### src/rtl/subservient_gpio_n.sv
// GPIO block with a Wishbone-style register port, pin input synchronisers and optional edge interrupts.
// Latency: ack one cycle after the request; IN lags the pins by SYNC_STAGES cycles; o_irq is one cycle behind PEND.
// Backpressure: none; the master holds i_wb_stb until ack. The interrupt logic is built only if SUBSERVIENT_GPIO_IRQ_EN is defined.
module subservient_gpio_n #(
    parameter int WIDTH       = 8,
    parameter int SYNC_STAGES = 2
) (
    input  logic             i_clk,
    input  logic             i_rst_n,
    input  logic [2:0]       i_wb_adr,
    input  logic [31:0]      i_wb_dat,
    input  logic             i_wb_we,
    input  logic             i_wb_stb,
    output logic [31:0]      o_wb_rdt,
    output logic             o_wb_ack,
    input  logic [WIDTH-1:0] i_gpio,
    output logic [WIDTH-1:0] o_gpio,
    output logic [WIDTH-1:0] o_gpio_oe,
    output logic             o_irq
);

    localparam logic [2:0] ADR_OUT  = 3'd0;
    localparam logic [2:0] ADR_DIR  = 3'd1;
    localparam logic [2:0] ADR_IN   = 3'd2;
    localparam logic [2:0] ADR_MASK = 3'd3;
    localparam logic [2:0] ADR_PEND = 3'd4;

    logic                                ack_q, ack_d;
    logic [31:0]                         rdt_q, rdt_d;
    logic [WIDTH-1:0]                    out_q, out_d;
    logic [WIDTH-1:0]                    dir_q, dir_d;
    logic [SYNC_STAGES-1:0][WIDTH-1:0]   sync_q, sync_d;
    logic [WIDTH-1:0]                    gpio_in;
    logic [WIDTH-1:0]                    wdat;
    logic [WIDTH-1:0]                    rd_sel;
    logic                                wr_en;
    logic                                unused_ok;

    assign gpio_in   = sync_q[SYNC_STAGES-1];
    assign wdat      = i_wb_dat[WIDTH-1:0];
    assign unused_ok = ^i_wb_dat;

`ifdef SUBSERVIENT_GPIO_IRQ_EN
    // Edge detection stays disarmed until the synchroniser and history flops
    // hold real pin values, so pins already high at reset do not pend.
    localparam logic [2:0] ARM_CNT = 3'(SYNC_STAGES + 1);

    logic [WIDTH-1:0] mask_q, mask_d;
    logic [WIDTH-1:0] pend_q, pend_d;
    logic [WIDTH-1:0] prev_q, prev_d;
    logic [2:0]       arm_q, arm_d;
    logic             irq_q, irq_d;
    logic             armed;
    logic [WIDTH-1:0] rise;

    assign armed = (arm_q == ARM_CNT);
    assign rise  = armed ? (gpio_in & ~prev_q) : '0;

    always_comb begin
        arm_d  = armed ? arm_q : arm_q + 3'd1;
        prev_d = gpio_in;
        mask_d = mask_q;
        pend_d = pend_q;
        if (wr_en && i_wb_adr == ADR_MASK) mask_d = wdat;
        if (wr_en && i_wb_adr == ADR_PEND) pend_d = pend_q & ~wdat;
        // A fresh edge wins over a simultaneous write-1-to-clear.
        pend_d = pend_d | rise;
        irq_d  = |(pend_q & mask_q);
    end

    always_ff @(posedge i_clk or negedge i_rst_n) begin
        if (!i_rst_n) begin
            mask_q <= '0;
            pend_q <= '0;
            prev_q <= '0;
            arm_q  <= '0;
            irq_q  <= 1'b0;
        end else begin
            mask_q <= mask_d;
            pend_q <= pend_d;
            prev_q <= prev_d;
            arm_q  <= arm_d;
            irq_q  <= irq_d;
        end
    end

    assign o_irq = irq_q;
`else
    assign o_irq = 1'b0;
`endif

    always_comb begin
        ack_d  = i_wb_stb & ~ack_q;
        wr_en  = ack_q & i_wb_we;
        out_d  = out_q;
        dir_d  = dir_q;
        if (wr_en && i_wb_adr == ADR_OUT) out_d = wdat;
        if (wr_en && i_wb_adr == ADR_DIR) dir_d = wdat;
        sync_d = {sync_q[SYNC_STAGES-2:0], i_gpio};
        rd_sel = '0;
        case (i_wb_adr)
            ADR_OUT:  rd_sel = out_q;
            ADR_DIR:  rd_sel = dir_q;
            ADR_IN:   rd_sel = gpio_in;
`ifdef SUBSERVIENT_GPIO_IRQ_EN
            ADR_MASK: rd_sel = mask_q;
            ADR_PEND: rd_sel = pend_q;
`endif
            default:  rd_sel = '0;
        endcase
        // Read data is captured at the request cycle so it is valid exactly in the ack cycle.
        rdt_d = (i_wb_stb && !ack_q && !i_wb_we) ? 32'(rd_sel) : 32'd0;
    end

    always_ff @(posedge i_clk or negedge i_rst_n) begin
        if (!i_rst_n) begin
            ack_q  <= 1'b0;
            rdt_q  <= '0;
            out_q  <= '0;
            dir_q  <= '0;
            sync_q <= '0;
        end else begin
            ack_q  <= ack_d;
            rdt_q  <= rdt_d;
            out_q  <= out_d;
            dir_q  <= dir_d;
            sync_q <= sync_d;
        end
    end

    assign o_wb_ack  = ack_q;
    assign o_wb_rdt  = rdt_q;
    assign o_gpio    = out_q;
    assign o_gpio_oe = dir_q;

endmodule

### config.mk
export PLATFORM = sky130hd
export DESIGN_NAME = subservient_gpio_n
export DESIGN_NICKNAME = d
export VERILOG_FILES = /design/src/rtl/subservient_gpio_n.sv
export SDC_FILE = /design/constraint.sdc
export NUM_CORES = 1
export LEC_CHECK = 0
export ABC_CLOCK_PERIOD_IN_PS = 1700
export BUFFER_PORTS_ARGS = -buffer_cell sky130_fd_sc_hd__buf_2
export CORE_MARGIN = 3
export CORE_UTILIZATION = 43
export DETAILED_ROUTE_END_ITERATION = 12
export HOLD_SLACK_MARGIN = 0.08
export MAX_ROUTING_LAYER = met4
export PLACE_DENSITY = 0.78
export SLEW_MARGIN = 5
export SYNTH_ARGS = -nofsm -noshare
export SYNTH_HDL_FRONTEND = slang
export SYNTH_SLANG_ARGS = --single-unit
### constraint.sdc
create_clock -name i_clk -period 1.7 [get_ports i_clk]
set_clock_uncertainty 0.15 [all_clocks]
set_input_delay 0.085 -clock i_clk [delete_from_list [all_inputs] [get_ports i_clk]]
set_output_delay 0.085 -clock i_clk [all_outputs]
set_load 0.03 [all_outputs]
==> flow_summary.json <==
{
  "clock_insertion_delay_worst_skew_ns": 0.29,
  "finalCritPeriodShare_pct": 96.9,
  "grt_pass1_vias": 1092,
  "ys.warnings.count": 0,
  "dr_wl_met2_mm": 1.72,
  "fmax_ghz": 0.607,
  "p_int_w": 0.00162,
  "p_leak_nw": 1.15,
  "period_minus_slack_ns": 1.65,
  "end_kind": "register",
  "nNetsFinal": 245,
  "relSlewSlack_pct": 65.9,
  "num_vias": 1084,
  "postCtsSetupBuffers": 0,
  "power.switching_w": 0.000795,
  "pwr-share-seq_pct": 48.2,
  "syn_area_per_cell_sq_um": 13.6,
  "r2r_slack_ns": 0.05,
  "hp-class": "input port to register",
  "switching_share_pct": 32.9,
  "syn-cell-area_sq_um": 1730,
  "grt_pass1_wl_mm": 5.19,
  "rr_worst_depth": 3,
  "endpoint": "o_gpio_oe[4]$_DFFE_PN0P_",
  "criticalPathCategory": "register to register",
  "r2r_end": "o_gpio_oe[4]$_DFFE_PN0P_",
  "layout-drive-gt1-share_pct": 43.2,
  "antenna_cells": 0,
  "ys_types": 18,
  "drt-total-wl_mm": 3.26,
  "power.density_nw_per_um2": 1100,
  "syn2layout_area_growth_pct": 27.4,
  "p_total_w": 0.00241,
  "layout_commonest_cell": "buf_2",
  "reg2reg_from": "o_wb_ack$_DFF_PN0_",
  "start_util_pct": 45.8,
  "crit_start": "o_wb_ack$_DFF_PN0_",
  "drtAntennaViolNets": 0,
  "numPortBuffers": 47,
  "layout_common_cells": "buf_2 (47), dfrtp_1 (40), conb_1 (25)",
  "post_drt_wl_per_cell_um": 13.2,
  "hold_ws_ns": 0.109,
  "cts_resized": 0,
  "drc_errors": 0,
  "holdBufCountCts": 18,
  "row_count": 22,
  "nFillCells": 298,
  "cts_tree": "yes",
  "cp_max_fo": 8,
  "start_kind": "register",
  "synth-seq-cells": 41,
  "drtIter0Drc": 21,
  "root_buffer": "clkbuf_8",
  "max-vdd-ir-drop_uv": 906,
  "firstDrtPassIters": 2,
  "clock-sinks": 41,
  "viasPerCell": 4.39,
  "cts_buffer_depth": 2,
  "gr-total-overflow": 0,
  "antenna_found_initial": 0,
  "wl_met1_mm": 1.28,
  "grt_max_degree": 22,
  "coreArea_sq_um": 3770,
  "drv_slew": 0,
  "yosysSeqAreaShare_pct": 59.5,
  "synthCells": 127,
  "track_usage_pct": 14.5,
  "htree_levels": 2,
  "rsz0062_at_grt": "false",
  "tightest_slew_ns": 0.512,
  "status": "complete, no violations",
  "crit_arrival_ns": 1.68,
  "worstPathRequired_ns": 1.73,
  "globalplace.congestion": 0.699,
  "power.share.combinational_pct": 26.7,
  "clk_pin_slew_worst_paths_ns": 0.08,
  "cap_violations": 0,
  "hpwl_mm": 2.24,
  "ios": 97,
  "wl_met3_um": 231,
  "hold_violations": 0,
  "die_w_um": 69.3,
  "die_area_sq_um": 4810,
  "clkPwrFrac_pct": 25.1,
  "top_layer": "met4",
  "die_h_um": 69.3,
  "final-setup-viol-count": 0,
  "cts_made_buffers": 5
}
worst min-delay path by stage:
stage / start / end / slack (ns) / depth (start not counted)
floorplan: i_rst_n / gpio_in[0]$_DFF_PN0_ / -0.36 / 0
global placement: i_rst_n / sync_d[13]$_DFF_PN0_ / -0.08 / 1
detailed placement: i_rst_n / sync_d[13]$_DFF_PN0_ / -0.07 / 1
CTS: i_wb_adr[1] / o_wb_rdt[5]$_DFF_PN0_ / 0.10 / 4
global route: i_wb_adr[1] / o_wb_rdt[3]$_DFF_PN0_ / 0.12 / 4
finish: i_wb_adr[1] / o_wb_rdt[3]$_DFF_PN0_ / 0.11 / 4
synthesized netlist by cell type (all sizes together):
master,number,area share [%]
or4b,1,0.80
clkbuf,1,0.22
a21oi,8,2.3
nor2b,2,0.73
or2,8,2.9
mux2,16,12
nor4,1,1.2
dfrtp,41,59
nand2,10,2.3
nand3,1,0.29
nor2,1,0.22
buf,28,12
mux2i,8,4.6
conb,1,0.22
power by group through the flow:
stage	sequential [W]	combinational (W)	clock [W]
after floorplan	0.00136	0.000291	0
after global placement	0.00118	0.000607	0
after detailed placement	0.00118	0.000616	0
after CTS	0.00116	0.000648	0.000630
after global routing	0.00118	0.000682	0.000667
final	0.00116	0.000644	0.000606
logic make-up (layout without fill, tap and decap cells):
logic type,after synthesis,count (layout),share of synthesized area [%]
simple gates,24,24,8.48
mux,24,24,16.8
flops,41,41,59.5
buf+inv,29,77,12.7
compound gates,8,8,2.32
other cells,1,25,0.217
area by class of cell:
| class | count | area (sq um) | share of cell area [%] |
|---|---|---|---|
| multi-input cells | 81 | 571 | 26.0 |
| clock inverters | 2 | 10.0 | 0.455 |
| well taps | 48 | 60.1 | 2.73 |
| flip-flops and latches | 41 | 1030 | 46.7 |
| clock buffers | 6 | 72.6 | 3.30 |
| repair buffers | 69 | 458 | 20.8 |
worst max-delay path: stages (launching register included):
cell	delay, ns
dfrtp_2	0.38
nand2_2	0.07
or4b_4	0.61
mux2_4	0.34
through the flow:
stage,cells,setup TNS [ns],utilization (%),instance area (sq um),worst slack (ns)
after floorplan,151,-0.316,-,1820,-0.0395
after global placement,221,0,51.3,1940,0.0741
after detailed placement,221,0,51.3,1940,0.0568
after CTS,247,0,58.3,2200,0.0461
after global routing,247,0,58.3,2200,0.00253
final,247,0,58.3,2200,0.0521
registers in the layout, indices dropped and copies added (netlist names):
name / cells
o_gpio_oe: 8
o_wb_rdt: 8
gpio_in: 8
o_wb_ack: 1
o_gpio: 8
sync_d: 8
routing by layer:
| layer | GRT usage [%] | up-vias |
|---|---|---|
| met2 | 25.0 | 51 |
| li1 | - | 510 |
| met3 | 5.07 | 4 |
| met5 | - | - |
| met4 | 4.56 | 0 |
| met1 | 15.5 | 519 |
Note: power is estimated with default switching activity, not from simulation.
